===== src/rtl/prt_dptx_scrm_if.sv =====
// PHY-style DisplayPort TX lane link between the lane mapper, the scrambler
// and the skew stage. Fields are indexed [lane][symbol]; only lane 0 is
// carried here.
//
// Handshake: there is none. The link streams one word every clock with no
// valid/ready. A word is whatever the source drives at each rising clock edge.
interface prt_dp_tx_phy_if #(
  parameter int P_SPL = 2
);
  logic [P_SPL-1:0] disp_ctl [0:0];
  logic [P_SPL-1:0] disp_val [0:0];
  logic [P_SPL-1:0] k        [0:0];
  logic [7:0]       dat      [0:0][0:P_SPL-1];

  modport src    (output disp_ctl, disp_val, k, dat);
  modport snk    (input  disp_ctl, disp_val, k, dat);
  modport master (output disp_ctl, disp_val, k, dat);
  modport slave  (input  disp_ctl, disp_val, k, dat);
endinterface


===== src/rtl/prt_dptx_scrm.sv =====
// Per-lane DisplayPort TX scrambler. It scrambles data symbols with the DP
// LFSR (x^16+x^5+x^4+x^3+1) and replaces every 512th BS with SR. The LFSR
// restarts from FFFFh after each SR. The output is registered, so the latency
// is exactly one clock.
module prt_dptx_scrm #(
  parameter int P_SPL = 2
) (
  input  logic         CLK_IN,
  input  logic         RST_IN,
  input  logic         CTL_EN_IN,
  prt_dp_tx_phy_if.snk LNK_SNK_IF,
  prt_dp_tx_phy_if.src LNK_SRC_IF,
  output logic         STA_SR_OUT
);

  localparam logic [7:0]  C_BS   = 8'hBC;
  localparam logic [7:0]  C_SR   = 8'h1C;
  localparam logic [15:0] C_SEED = 16'hFFFF;
  localparam logic [8:0]  C_LAST = 9'd511;

  logic [15:0]      lfsr_r;
  logic [15:0]      lfsr_nxt;
  logic [8:0]       bs_cnt_r;
  logic [8:0]       bs_cnt_nxt;
  logic [P_SPL-1:0] k_nxt;
  logic [7:0]       dat_nxt [0:P_SPL-1];
  logic             sr_nxt;

  // Walk the word symbol by symbol in time order. The LFSR and the BS count
  // are chained through every symbol, so a mid-word SR reseeds the symbols
  // that follow it in the same word.
  always_comb begin : scramble_word
    logic [15:0] l;
    logic [8:0]  c;
    logic        fb;
    l      = lfsr_r;
    c      = bs_cnt_r;
    fb     = 1'b0;
    sr_nxt = 1'b0;
    for (int s = 0; s < P_SPL; s++) begin
      k_nxt[s]   = LNK_SNK_IF.k[0][s];
      dat_nxt[s] = LNK_SNK_IF.dat[0][s];
      if (CTL_EN_IN) begin
        if (k_nxt[s] && (dat_nxt[s] == C_SR)) begin
          // An upstream SR passes through, but it still reseeds the LFSR.
          l = C_SEED;
        end else if (k_nxt[s] && (dat_nxt[s] == C_BS) && (c == C_LAST)) begin
          dat_nxt[s] = C_SR;
          c          = '0;
          l          = C_SEED;
          sr_nxt     = 1'b1;
        end else begin
          if (k_nxt[s] && (dat_nxt[s] == C_BS)) begin
            c = c + 9'd1;
          end
          // Eight LFSR steps per symbol, LSB first. Only D symbols are XORed.
          for (int i = 0; i < 8; i++) begin
            fb = l[15];
            if (!k_nxt[s]) begin
              dat_nxt[s][i] = dat_nxt[s][i] ^ fb;
            end
            l = {l[14:5], l[4] ^ fb, l[3] ^ fb, l[2] ^ fb, l[1:0], fb};
          end
        end
      end
    end
    // In bypass the state is parked, so enabling starts from a clean seed.
    lfsr_nxt   = CTL_EN_IN ? l : C_SEED;
    bs_cnt_nxt = CTL_EN_IN ? c : '0;
  end

  // Register the scrambler state.
  always_ff @(posedge CLK_IN or negedge RST_IN) begin
    if (!RST_IN) begin
      lfsr_r   <= C_SEED;
      bs_cnt_r <= '0;
    end else begin
      lfsr_r   <= lfsr_nxt;
      bs_cnt_r <= bs_cnt_nxt;
    end
  end

  // Register the output word. disp_ctl and disp_val are delayed unmodified.
  always_ff @(posedge CLK_IN or negedge RST_IN) begin
    if (!RST_IN) begin
      LNK_SRC_IF.disp_ctl[0] <= '0;
      LNK_SRC_IF.disp_val[0] <= '0;
      LNK_SRC_IF.k[0]        <= '0;
      for (int s = 0; s < P_SPL; s++) begin
        LNK_SRC_IF.dat[0][s] <= '0;
      end
      STA_SR_OUT <= 1'b0;
    end else begin
      LNK_SRC_IF.disp_ctl[0] <= LNK_SNK_IF.disp_ctl[0];
      LNK_SRC_IF.disp_val[0] <= LNK_SNK_IF.disp_val[0];
      LNK_SRC_IF.k[0]        <= k_nxt;
      for (int s = 0; s < P_SPL; s++) begin
        LNK_SRC_IF.dat[0][s] <= dat_nxt[s];
      end
      STA_SR_OUT <= sr_nxt;
    end
  end

endmodule


===== src/flat_wrapper.sv =====
// flat-port wrapper written by rule: the top's interface ports become plain ports
module prt_dptx_scrm_flat 
#(
  parameter int P_SPL = 2
)
  (CLK_IN, RST_IN, CTL_EN_IN, STA_SR_OUT, LNK_SNK_IF_disp_ctl, LNK_SNK_IF_disp_val, LNK_SNK_IF_k, LNK_SNK_IF_dat, LNK_SRC_IF_disp_ctl, LNK_SRC_IF_disp_val, LNK_SRC_IF_k, LNK_SRC_IF_dat);
  prt_dp_tx_phy_if #(.P_SPL(P_SPL)) LNK_SNK_IF_i ();
  prt_dp_tx_phy_if #(.P_SPL(P_SPL)) LNK_SRC_IF_i ();
  input  logic CLK_IN;
  input  logic RST_IN;
  input  logic CTL_EN_IN;
  output logic STA_SR_OUT;
  input wire logic [$bits(LNK_SNK_IF_i.disp_ctl)-1:0] LNK_SNK_IF_disp_ctl;
  input wire logic [$bits(LNK_SNK_IF_i.disp_val)-1:0] LNK_SNK_IF_disp_val;
  input wire logic [$bits(LNK_SNK_IF_i.k)-1:0] LNK_SNK_IF_k;
  input wire logic [$bits(LNK_SNK_IF_i.dat)-1:0] LNK_SNK_IF_dat;
  output wire logic [$bits(LNK_SRC_IF_i.disp_ctl)-1:0] LNK_SRC_IF_disp_ctl;
  output wire logic [$bits(LNK_SRC_IF_i.disp_val)-1:0] LNK_SRC_IF_disp_val;
  output wire logic [$bits(LNK_SRC_IF_i.k)-1:0] LNK_SRC_IF_k;
  output wire logic [$bits(LNK_SRC_IF_i.dat)-1:0] LNK_SRC_IF_dat;
  assign LNK_SNK_IF_i.disp_ctl = {>>{LNK_SNK_IF_disp_ctl}};
  assign LNK_SNK_IF_i.disp_val = {>>{LNK_SNK_IF_disp_val}};
  assign LNK_SNK_IF_i.k = {>>{LNK_SNK_IF_k}};
  assign LNK_SNK_IF_i.dat = {>>{LNK_SNK_IF_dat}};
  assign LNK_SRC_IF_disp_ctl = {>>{LNK_SRC_IF_i.disp_ctl}};
  assign LNK_SRC_IF_disp_val = {>>{LNK_SRC_IF_i.disp_val}};
  assign LNK_SRC_IF_k = {>>{LNK_SRC_IF_i.k}};
  assign LNK_SRC_IF_dat = {>>{LNK_SRC_IF_i.dat}};
  prt_dptx_scrm #(.P_SPL(P_SPL)) u_core (.CLK_IN(CLK_IN), .RST_IN(RST_IN), .CTL_EN_IN(CTL_EN_IN), .LNK_SNK_IF(LNK_SNK_IF_i), .LNK_SRC_IF(LNK_SRC_IF_i), .STA_SR_OUT(STA_SR_OUT));
endmodule

===== config.mk =====
export PLATFORM = sky130hd
export DESIGN_NAME = prt_dptx_scrm_flat
export DESIGN_NICKNAME = d
export VERILOG_FILES = /design/src/rtl/prt_dptx_scrm_if.sv /design/src/rtl/prt_dptx_scrm.sv /design/src/flat_wrapper.sv
export SDC_FILE = /design/constraint.sdc
export NUM_CORES = 1
export LEC_CHECK = 0
export BUFFER_PORTS_ARGS = -buffer_cell sky130_fd_sc_hd__buf_2
export CORE_MARGIN = 5
export CORE_UTILIZATION = 51
export DETAILED_ROUTE_END_ITERATION = 10
export GPL_TIMING_DRIVEN = 0
export PLACE_DENSITY = 0.73
export SYNTH_ARGS = -nofsm -noshare
export SYNTH_HDL_FRONTEND = slang
export SYNTH_SLANG_ARGS = --single-unit
export TNS_END_PERCENT = 20

===== constraint.sdc =====
create_clock -name CLK_IN -period 4.11 [get_ports CLK_IN]
set_clock_uncertainty 0.05 [all_clocks]
set_input_delay 0.6165 -clock CLK_IN [delete_from_list [all_inputs] [get_ports CLK_IN]]
set_output_delay 0.6165 -clock CLK_IN [all_outputs]
set_load 0.01 [all_outputs]

==> impl_metrics.py <==
metrics = {
    "synth": {
        "ys_warn_count": 0,
        "synthTopCellsByCount": "nand2_1, xnor2_1, dfrtp_1, xor2_1",
        "synthFlopType": "dfrtp_1",
        "ys_seq_elements": 48,
        "synth_cell_type_count": 51,
        "yosysMostFrequentCell": "nand2_1",
        "avgSynthCellArea_um2": 9.103,
        "synthTopCellsByArea": "dfrtp_1, dfstp_2, xnor2_1, nand2_1, xor2_1",
        "syn_inst": 323,
        "ys_async_sr_fraction_pct": 100.0,
        "synth_edf_count": 0,
        "syn_nets": 352,
        "synth_top_area_share_pct": 27.23,
        "synth_area_um2": 2940,
        "synth_top_cell_by_area": "dfrtp_1",
        "ys_seq_area_share_pct": 41.53,
    },
    "timing": {
        "drv_slew": 0,
        "fmax_mhz": 266.2,
        "worstMarginPinSlew_ns": 1.027,
        "setup_violations": 0,
        "max_slew_margin_pct": 31.55,
        "hold_violations": 0,
        "min_period_over_period_pct": 91.41,
        "min_period_ns": 3.757,
        "rsz0062_at_grt": "false",
        "setup_tns_ns": 0,
    },
    "finish": {
        "drive_gt1_share_pct": 22.75,
        "design_area_um2": 3393,
        "antennaDiodeCount": 0,
        "syn_to_final_growth_pct": 15.40,
        "stdcell_count": 450,
        "fin_nets": 406,
    },
    "floorplan": {
        "die_y_um": 85.93,
        "core_area_um2": 5540,
        "initial_core_util_pct": 53.07,
        "ios": 48,
        "dieArea_um2": 7384,
        "num_rows": 27,
        "die_w_um": 85.93,
    },
    "global_routing": {
        "grt-ovfl-total": 0,
        "grt_pass1_wl_mm": 11.73,
        "grt_pass1_vias": 2423,
        "grt_usage_pct": 19.73,
        "grt_start_max_net_pins": 49,
        "antenna_found_initial": 0,
    },
    "cts": {
        "cts.repair.resized": 1,
        "cts_setup_buffers": 0,
        "clockBufferDepth": 2,
        "cts_tree": "yes",
        "cts_hold_buffers": 0,
        "cts_root_buf": "clkbuf_8",
        "cts_sinks": 48,
        "htree_levels": 2,
        "clk_latency_ns": 0.31,
        "cts_buffers": 5,
        "path_clk_slew_ns": 0.10,
    },
    "worst_hold_path": {
        "min_path_type": "input pin to register",
    },
    "power": {
        "powerDensity_nw_per_um2": 615.9,
        "fin_total_pwr_w": 0.002090,
        "irDropWorstVdd_mv": 0.5008,
        "p_leak_nw": 1.401,
    },
    "critical_path": {
        "end_kind": "register",
        "worstPathRequired_ns": 4.29,
        "worst-path-max-fanout": 10,
        "start_kind": "register",
        "arrival_ns": 3.94,
        "path_class": "register to register",
    },
    "drt": {
        "drtPass1Iterations": 4,
        "routedWlPerCell_um": 15.24,
        "antenna_left": 0,
        "vias": 2495,
        "drt_iter0_drc": 143,
        "finalWirelength_mm": 6.856,
        "vias_per_cell": 5.544,
        "drc": 0,
    },
    "placement": {
        "dpl.cell_count": 442,
        "gp_congestion": 0.9103,
        "dpl_cell_area_um2": 3266,
        "place_hpwl_mm": 5.084,
        "io_buffers": 47,
    },
    "run": {
        "cap_violations": 0,
    },
    "outcome": {
        "status": "finished, final reports clean",
    },
}
[worst paths after layout]
path	from	to	slack, ns	cells after the start
setup / recovery	u_core.bs_cnt_r[1]$_DFF_PN0_	u_core.lfsr_r[0]$_DFF_PN1_	0.35	17
hold / removal	LNK_SNK_IF_disp_val[1]	u_core.LNK_SRC_IF.disp_val[1]$_DFF_PN0_	0.36	1
setup reg to reg	u_core.bs_cnt_r[1]$_DFF_PN0_	u_core.lfsr_r[0]$_DFF_PN1_	0.35	17
hold reg to reg	u_core.lfsr_r[13]$_DFF_PN1_	u_core.LNK_SRC_IF.dat[10]$_DFF_PN0_	0.52	2
max in group asynchronous	RST_IN	u_core.bs_cnt_r[0]$_DFF_PN0_	2.87	1
min in group asynchronous	RST_IN	u_core.bs_cnt_r[6]$_DFF_PN0_	0.43	1
[power by group]
part | total, W | switching, W | internal (W)
Clock | 0.000352 | 0.000169 | 0.000183
Sequential | 0.000701 | 0.0000685 | 0.000632
Combinational | 0.00104 | 0.000550 | 0.000487
Total | 0.00209 | 0.000787 | 0.00130
[cell families (layout without fill, tap and decap cells)]
family,count (synthesis),count (layout),synth area share (%)
simple gates,122,122,20.85
flops,48,48,41.53
buf+inv,25,80,3.234
xor+xnor,60,60,18.34
compound gates,62,62,13.62
fa+ha+maj,4,4,1.702
mux,2,2,0.7234
[layer usage]
layer / track usage [%] / up-vias / wire length [um]
met5: 0 / - / 0
met4: 7.050 / 0 / 76
met3: 3.170 / 8 / 541
met2: 29.15 / 91 / 2937
met1: 29.01 / 1170 / 3300
li1: - / 1226 / -
[stage by stage]
step                      setup WS [ns]  hold WS [ns]  utilization [%]
final                            0.3532        0.3575            61.25
after global routing            0.06162        0.3465            61.25
after CTS                       0.02169        0.3527            61.07
after detailed placement       -0.01236        0.5117            58.94
after global placement          0.01387        0.5064            58.94
after floorplan                  0.8504        0.2709                -
[cell type report]
type                       instances  area (um2)
buffer                            18       73.82
multi-input combinational        250        1629
tap                               72       90.09
inverter                           7       26.28
timing repair buffer              47       235.2
fill                             495        2147
clock inverter                     3       47.55
clock buffer                       5       68.82
sequential                        48        1222
[state kept, by name (all words and copies together) (netlist names)]
register                    cells
u_core.LNK_SRC_IF.disp_ctl      2
u_core.LNK_SRC_IF.k             2
u_core.lfsr_r                  16
u_core.LNK_SRC_IF.disp_val      2
u_core.LNK_SRC_IF.dat          16
u_core.STA_SR_OUT               1
u_core.bs_cnt_r                 9
[critical path, cell delays in order, from the launching register on]
cell and delay [ns]:
dfrtp_1 0.44, ha_1 0.27, nand4_1 0.22, nor3_2 0.26, ha_1 0.24, clkbuf_2 0.25, inv_1 0.09, clkbuf_2 0.20
a31oi_1 0.16, o21ai_0 0.25, and4_1 0.31, ha_1 0.25, nand3_1 0.10, o21a_1 0.11, o21a_1 0.11, and2_0 0.13
clkbuf_2 0.17, nand2_1 0.07
[placed cells by master, fill, tap and decap left out, types with 5 or more instances in the layout]
cell	instances
nand3_1	8
a21oi_1	14
clkbuf_1	13
o21ai_0	15
nand2_1	50
or3_1	5
dfstp_2	16
clkbuf_8	5
nor2_1	17
inv_1	7
dfrtp_1	31
xnor2_1	41
o22ai_1	6
nand4_1	6
nor3_1	6
a31oi_1	7
buf_2	48
xor2_1	18
No activity file was read; power rests on OpenSTA's default activity.
